### src/rtl/addsub_seg_cla_if.sv
// Bus bundle for the segmented add/subtract unit: request operands in,
// handshake status and registered result/flags out.
interface addsub_seg_cla_if #(
    parameter int WIDTH = 16
);
    logic             start;
    logic             select;
    logic             chain;
    logic [WIDTH-1:0] x;
    logic [WIDTH-1:0] y;
    logic             busy;
    logic             done;
    logic [WIDTH-1:0] z;
    logic             c_out;
    logic             overflow;
    logic             negative;
    logic             zero;

    modport master (
        output start, select, chain, x, y,
        input  busy, done, z, c_out, overflow, negative, zero
    );

    modport slave (
        input  start, select, chain, x, y,
        output busy, done, z, c_out, overflow, negative, zero
    );
endinterface

### src/rtl/addsub_seg_cla.sv
// Multi-cycle add/subtract: one SEG-bit carry-lookahead segment per clock,
// LSB first, with registered N/Z/C/V flags and ADC/SBC-style chaining.
module addsub_seg_cla #(
    parameter int WIDTH = 16,
    parameter int SEG   = 4
) (
    input  logic             clk,
    input  logic             rst_n,
    addsub_seg_cla_if.slave  bus
);
    localparam int NSEG = WIDTH / SEG;
    localparam int IDXW = (NSEG > 1) ? $clog2(NSEG) : 1;

    localparam logic [0:0] S_IDLE = 1'b0;
    localparam logic [0:0] S_RUN  = 1'b1;

    logic [0:0]       r_state;
    logic [WIDTH-1:0] r_a;
    logic [WIDTH-1:0] r_b;
    logic [WIDTH-1:0] r_sum;
    logic [IDXW-1:0]  r_idx;
    logic             r_carry;
    logic             r_chain;
    logic             r_busy;
    logic             r_done;
    logic [WIDTH-1:0] r_z;
    logic             r_c_out;
    logic             r_ovf;
    logic             r_neg;
    logic             r_zero;

    logic [SEG-1:0]   w_sa;
    logic [SEG-1:0]   w_sb;
    logic [SEG-1:0]   w_g;
    logic [SEG-1:0]   w_p;
    logic [SEG:0]     w_c;
    logic [SEG-1:0]   w_s;
    logic [WIDTH-1:0] w_full;
    logic             w_last;

    assign w_sa = SEG'(r_a >> (r_idx * SEG));
    assign w_sb = SEG'(r_b >> (r_idx * SEG));

    genvar gi;
    generate
        for (gi = 0; gi < SEG; gi++) begin : g_gp
            assign w_g[gi] = w_sa[gi] & w_sb[gi];
            assign w_p[gi] = w_sa[gi] ^ w_sb[gi];
        end
    endgenerate

    // Each carry is expanded directly from the segment carry-in, so no bit
    // depends on the carry of its neighbour.
    always_comb begin
        w_c    = '0;
        w_c[0] = r_carry;
        for (int i = 1; i <= SEG; i++) begin
            w_c[i] = r_carry;
            for (int j = 0; j < i; j++) begin
                w_c[i] = w_g[j] | (w_p[j] & w_c[i]);
            end
        end
    end

    assign w_s    = w_p ^ w_c[SEG-1:0];
    assign w_full = r_sum | (WIDTH'(w_s) << (r_idx * SEG));
    assign w_last = (r_idx == IDXW'(NSEG - 1));

    always_ff @(posedge clk or negedge rst_n) begin
        if (!rst_n) begin
            r_state <= S_IDLE;
            r_a     <= '0;
            r_b     <= '0;
            r_sum   <= '0;
            r_idx   <= '0;
            r_carry <= 1'b0;
            r_chain <= 1'b0;
            r_busy  <= 1'b0;
            r_done  <= 1'b0;
            r_z     <= '0;
            r_c_out <= 1'b0;
            r_ovf   <= 1'b0;
            r_neg   <= 1'b0;
            r_zero  <= 1'b0;
        end else begin
            r_done <= 1'b0;
            case (r_state)
                S_IDLE: begin
                    if (bus.start) begin
                        r_a     <= bus.x;
                        r_b     <= bus.y ^ {WIDTH{bus.select}};
                        r_carry <= bus.chain ? r_c_out : bus.select;
                        r_chain <= bus.chain;
                        r_sum   <= '0;
                        r_idx   <= '0;
                        r_busy  <= 1'b1;
                        r_state <= S_RUN;
                    end
                end
                S_RUN: begin
                    r_sum   <= w_full;
                    r_carry <= w_c[SEG];
                    r_idx   <= r_idx + IDXW'(1);
                    if (w_last) begin
                        r_z     <= w_full;
                        r_c_out <= w_c[SEG];
                        // Carry into the MSB is the last internal carry of the top segment.
                        r_ovf   <= w_c[SEG] ^ w_c[SEG-1];
                        r_neg   <= w_full[WIDTH-1];
                        r_zero  <= (w_full == '0) & (~r_chain | r_zero);
                        r_done  <= 1'b1;
                        r_busy  <= 1'b0;
                        r_state <= S_IDLE;
                    end
                end
                default: r_state <= S_IDLE;
            endcase
        end
    end

    assign bus.busy     = r_busy;
    assign bus.done     = r_done;
    assign bus.z        = r_z;
    assign bus.c_out    = r_c_out;
    assign bus.overflow = r_ovf;
    assign bus.negative = r_neg;
    assign bus.zero     = r_zero;
endmodule

### src/flat_wrapper.sv
// flat-port wrapper written by rule: the top's interface ports become plain ports
module addsub_seg_cla_flat 
#(
    parameter int WIDTH = 16,
    parameter int SEG   = 4
)
  (clk, rst_n, bus_start, bus_select, bus_chain, bus_x, bus_y, bus_busy, bus_done, bus_z, bus_c_out, bus_overflow, bus_negative, bus_zero);
  addsub_seg_cla_if #(.WIDTH(WIDTH)) bus_i ();
  input  logic clk;
  input  logic rst_n;
  input wire logic [$bits(bus_i.start)-1:0] bus_start;
  input wire logic [$bits(bus_i.select)-1:0] bus_select;
  input wire logic [$bits(bus_i.chain)-1:0] bus_chain;
  input wire logic [$bits(bus_i.x)-1:0] bus_x;
  input wire logic [$bits(bus_i.y)-1:0] bus_y;
  output wire logic [$bits(bus_i.busy)-1:0] bus_busy;
  output wire logic [$bits(bus_i.done)-1:0] bus_done;
  output wire logic [$bits(bus_i.z)-1:0] bus_z;
  output wire logic [$bits(bus_i.c_out)-1:0] bus_c_out;
  output wire logic [$bits(bus_i.overflow)-1:0] bus_overflow;
  output wire logic [$bits(bus_i.negative)-1:0] bus_negative;
  output wire logic [$bits(bus_i.zero)-1:0] bus_zero;
  assign bus_i.start = bus_start;
  assign bus_i.select = bus_select;
  assign bus_i.chain = bus_chain;
  assign bus_i.x = bus_x;
  assign bus_i.y = bus_y;
  assign bus_busy = bus_i.busy;
  assign bus_done = bus_i.done;
  assign bus_z = bus_i.z;
  assign bus_c_out = bus_i.c_out;
  assign bus_overflow = bus_i.overflow;
  assign bus_negative = bus_i.negative;
  assign bus_zero = bus_i.zero;
  addsub_seg_cla #(.WIDTH(WIDTH), .SEG(SEG)) u_core (.clk(clk), .rst_n(rst_n), .bus(bus_i));
endmodule
### config.mk
export PLATFORM = sky130hd
export DESIGN_NAME = addsub_seg_cla_flat
export DESIGN_NICKNAME = d
export VERILOG_FILES = /design/src/rtl/addsub_seg_cla_if.sv /design/src/rtl/addsub_seg_cla.sv /design/src/flat_wrapper.sv
export SDC_FILE = /design/constraint.sdc
export NUM_CORES = 1
export LEC_CHECK = 0
export CAP_MARGIN = 25
export CORE_ASPECT_RATIO = 0.9
export CORE_UTILIZATION = 50
export CTS_CLUSTER_SIZE = 10
export DETAILED_ROUTE_END_ITERATION = 8
export GPL_ROUTABILITY_DRIVEN = 1
export PLACE_DENSITY = 0.76
export SETUP_SLACK_MARGIN = 0.5
export SLEW_MARGIN = 40
export SYNTH_ARGS = -nofsm -noshare
export SYNTH_HDL_FRONTEND = slang
export SYNTH_SLANG_ARGS = --single-unit
### constraint.sdc
create_clock -name clk -period 4.9 [get_ports clk]
set_input_delay 1.47 -clock clk [delete_from_list [all_inputs] [get_ports clk]]
set_output_delay 1.47 -clock clk [all_outputs]
set_load 0.05 [all_outputs]
; ---- Yosys cells after proc, flatten, opt, wreduce, memory -nomap -nowiden
; Cells that the tools add are included.
[totals]
reg_bits = 75
[classes]
eq_ne = 3
reduce_logical = 4
bitwise = 24
shift = 3
add_sub_neg = 1
mux = 15
[op_table]
columns = op, n
row1 = 16-bit one-hot mux with 2 select lines, 1
row2 = 16-bit by 4-bit right shift with 4-bit output, 2
row3 = 16-bit logical NOT, 1
row4 = 16-bit two-way mux, 1
row5 = 16-bit OR, 1
row6 = 4-bit by 4-bit << shifter with 16-bit output, 1
row7 = 16-bit bitwise XOR, 1
row8 = 1-bit AND, 9
row9 = 1-bit two-way mux, 8
row10 = 1-bit one-hot mux with 2 select lines, 3
row11 = 2-bit AND reduction, 3
row12 = 1-bit OR, 5
row13 = 1-bit bitwise XOR, 5
row14 = "2-bit inequality test, second input constant", 2
row15 = 2-bit one-hot mux with 2 select lines, 1
row16 = 4-bit bitwise XOR, 1
row17 = "2-bit by 1-bit adder with 2-bit output, second input constant", 1
row18 = "2-bit equality test, second input constant", 1
row19 = 2-bit two-way mux, 1
row20 = 1-bit NOT, 2

; ---- Depth between registers and ports, before layout
[depth]
depth_word = 13
mapped_depth = 13
ltp_nobuf = 10

; ---- Worst setup path before layout
; OpenSTA, ideal clock, no wires.
[synth_timing]
path_type = register -> register
from = register u_core.r_idx[1]
to = register u_core.r_zero (netlist: u_core.bus.zero)
setup_slack_ns = 1.672
period_less_slack_ns = 3.228
stages_incl_launch_ff = 14
setup_ns = 0.068
arrival_ns = 3.160
path_cell_list = dfrtp_1 > buf_2 > buf_4 > mux4_2 > fa_1 > inv_1 > fa_1 > fa_1 > fa_1 > clkbuf_1 > a21o_1 > a32oi_1 > o21ai_0 > o221a_1
[synth_between]
elab_chain_len = 13
word_cells_on_any_way = 22
cone_classes = 1 x eq/ne / 3 x shift / 16 x bitwise / 2 x reduce/logical
[synth_lines]
columns = item, line
row1 = from (decl), addsub_seg_cla.sv:21  ; logic [IDXW-1:0] r_idx;
row2 = from (signal assigned), addsub_seg_cla.sv:103  ; r_idx <= r_idx + IDXW'(1);
row3 = 16-bit by 4-bit right shift with 4-bit output (on tied branches), "addsub_seg_cla.sv:41, addsub_seg_cla.sv:42"
row4 = 1-bit bitwise XOR, addsub_seg_cla.sv:48  ; assign w_p[gi] = w_sa[gi] ^ w_sb[gi];
row5 = 1-bit AND, addsub_seg_cla.sv:60  ; w_c[i] = w_g[j] | (w_p[j] & w_c[i]);
row6 = 1-bit OR, addsub_seg_cla.sv:60
row7 = 1-bit AND, addsub_seg_cla.sv:60
row8 = 1-bit OR, addsub_seg_cla.sv:60
row9 = 1-bit AND, addsub_seg_cla.sv:60
row10 = 1-bit OR, addsub_seg_cla.sv:60
row11 = 4-bit bitwise XOR, addsub_seg_cla.sv:65  ; assign w_s = w_p ^ w_c[SEG-1:0];
row12 = 4-bit by 4-bit << shifter with 16-bit output, addsub_seg_cla.sv:66  ; assign w_full = r_sum | (WIDTH'(w_s) << (r_idx * SEG));
row13 = 16-bit OR, addsub_seg_cla.sv:66
row14 = 16-bit logical NOT, addsub_seg_cla.sv:110  ; r_zero <= (w_full == '0) & (~r_chain | r_zero);
row15 = 1-bit AND, addsub_seg_cla.sv:110
row16 = to (signal assigned), addsub_seg_cla.sv:110
row17 = to (decl), addsub_seg_cla.sv:30  ; logic r_zero;
; Several ways; a longest one is shown, not always the timed one.
; A chain may end at the register's enable or synchronous reset.

; ---- Worst setup path in the final report
; Same ends and word-level chain as after synthesis.

==> results.cfg <==
[logic_synthesis]
ys_warn_count = 0
yosys.area.top_type_share = 0.537
synthFlopType = dfrtp_1
yosys.area.top_type = dfrtp_1
synth-seq-cells = 74
synth.area.top_cells = dfrtp_1, nand2_1, o21ai_1, mux4_2, xnor2_1
synth-seq-area-share = 0.537
synth_cell_types = 35
synthesis.instances = 355
avgSynthCellArea_um2 = 9.71
synth_fp_nets = 397
synth_area_mm2 = 0.00345
synth_enable_flop_cells = 0
ys_async_sr_fraction = 1.00

[layout]
layout-drive-gt1-share = 0.0809
final_cell_mix = nand2_1, dfrtp_1, clkdlybuf4s50_1
antenna_cells = 0
area_delta_synth_final_pct = 22.0
final_common_cell = nand2_1
fill_cells = 549
layout.nets = 445

[floorplan]
initial_core_util = 0.521
die_h_um = 80.8
io_pins = 59
dieWidth_um = 89.5
core-area_mm2 = 0.00662
dieArea_mm2 = 0.00723
rows = 28

[sta]
setup-tns-final_ns = 0
final_max_slew_viol_count = 0
finClkSkew_ns = 0.00831
holdWs_ns = 0.463
fin_crit_ns = 3.60
relSlewSlack = 0.482
setup_violations = 0
final_hold_viol_count = 0
clock.fmax_mhz = 278
fin_crit_sh = 0.735
rsz0062_at_grt = false
worst_pin_slew_ns = 0.777

[clocking]
cts-resized-gates = 0
clkLatencyLatePin_ns = 0.34
cts.clk_slew.worst_paths_ns = 0.07
cts_buffers = 9
cts_buffer_depth = 2
h-tree-depth = 3
clock_sinks = 74
cts_tree = built
cts_hold_buf = 0
cts_root_buf = clkbuf_8
post-cts-setup-buffers = 0

[worst_hold_path]
hp-start = u_core.bus.z[5]
worstHoldPathType = reg -> reg

[global_routing]
grt_pass1_wl_um = 11800
grt-ovfl-total = 0
grtUsageTotal = 0.224
grt_pass1_vias = 2518
grt_max_degree = 64
antenna_found_initial = 0

[setup_path]
critical_path_required_ns = 5.18
critPathLaunchType = register
cp.arrival_ns = 3.88
startpoint = u_core.r_idx[1]
ff2ff_setup_slack_ns = 1.30
cp_max_fo = 23
critPathKind = reg -> reg
end_kind = register
reg2reg_from = u_core.r_idx[1]

[route]
firstDrtPassIters = 4
finalWirelength_um = 7020
drc = 0
dr_total_vias = 2534
vias_per_cell = 5.09
drt-initial-drc-count = 138
post_drt_wl_per_cell_um = 14.1
postRouteAntennaNets = 0

[pwr]
ir_worst_vdd_mv = 0.397
power_density_mw_per_mm2 = 811
p_leak_nw = 1.93

[place]
numPortBuffers = 58
dp_hpwl_um = 4940
gp_congestion = 0.847

[run]
maxCapViolCount = 0

[run_status]
status = completed
[worst paths after layout]
path                                   end  cells after the start
min                        u_core.bus.z[5]                      2
max reg2reg                u_core.bus.zero                     10
max                        u_core.bus.zero                     10
min reg2reg                u_core.bus.z[5]                      2
max in group asynchronous  u_core.r_idx[0]                      2
min in group asynchronous  u_core.r_sum[9]                      1
[per-stage QoR]
stage	instance area, um2	utilization	cells	power [W]	worst slack (ns)
6_report	4210	0.635	498	0.00341	1.30
5_1_grt	4210	0.635	498	0.00368	1.06
4_1_cts	4210	0.636	498	0.00343	1.15
3_5_place_dp	4030	0.608	482	0.00300	1.15
3_3_place_gp	4020	0.607	482	0.00293	1.27
2_1_floorplan	3450	-	355	0.00252	1.67
[logic make-up (layout without fill, tap and decap cells)]
logic type	after synthesis	count (layout)	share of synthesized area
flip-flops	74	74	0.537
multiplexers	11	11	0.0613
AND/OR/NAND/NOR	154	154	0.184
XOR/XNOR	17	17	0.0432
adder cells (fa/ha/maj)	5	5	0.0269
AO/OA/AOI/OAI	63	63	0.100
buffers and inverters	31	84	0.0472
[worst max-delay path: stages (launching register included)]
cell     delay, ns
dfrtp_1       0.85
mux4_2        0.36
fa_1          0.17
inv_1         0.05
fa_1          0.37
fa_1          0.44
fa_1          0.69
a21o_1        0.17
a32oi_1       0.05
o21ai_0       0.20
o221a_1       0.18
[state kept, by name (all words and copies together), names as in the netlist]
signal / flops
u_core.bus.busy: 1
u_core.bus.c_out: 1
u_core.bus.done: 1
u_core.bus.overflow: 1
u_core.bus.z: 16
u_core.bus.zero: 1
u_core.r_a: 16
u_core.r_b: 16
u_core.r_carry: 1
u_core.r_chain: 1
u_core.r_idx: 2
u_core.r_state: 1
u_core.r_sum: 16
[area by class of cell]
cell class	instances	area (um2)	share of cell area
Tap cell	90	113	0.0268
Timing Repair Buffer	60	586	0.139
Multi-Input combinational cell	250	1440	0.343
Sequential cell	74	1850	0.441
Inverter	8	30.0	0.00714
Clock inverter	2	10.0	0.00238
Clock buffer	14	173	0.0411
[Yosys cell counts (2+ instances only)]
library cell / instances
a21oi_1: 5
a22o_1: 2
a31oi_1: 2
buf_2: 12
buf_4: 5
clkbuf_1: 3
dfrtp_1: 74
fa_1: 4
inv_1: 7
mux2i_1: 2
mux4_2: 8
nand2_1: 113
nand2_2: 2
nand2b_1: 6
nor2_1: 20
nor2b_1: 5
nor4_1: 4
o21ai_0: 6
o21ai_1: 43
xnor2_1: 17
[per-layer routing]
metal	share of wire	track usage	vias up
met5	0	0	-
met4	0.022	0.0873	0
met3	0.038	0.0569	14
met2	0.52	0.374	63
met1	0.42	0.279	1200
li1	-	-	1257
[report_power, final]
group | internal (W) | switching (W) | total, W | leakage (nW)
sequential | 0.000907 | 0.000250 | 0.00116 | 0.912
clock | 0.000224 | 0.000208 | 0.000433 | 0.0965
combinational | 0.000712 | 0.00111 | 0.00182 | 0.922
Power figures use the tool's default switching activity.
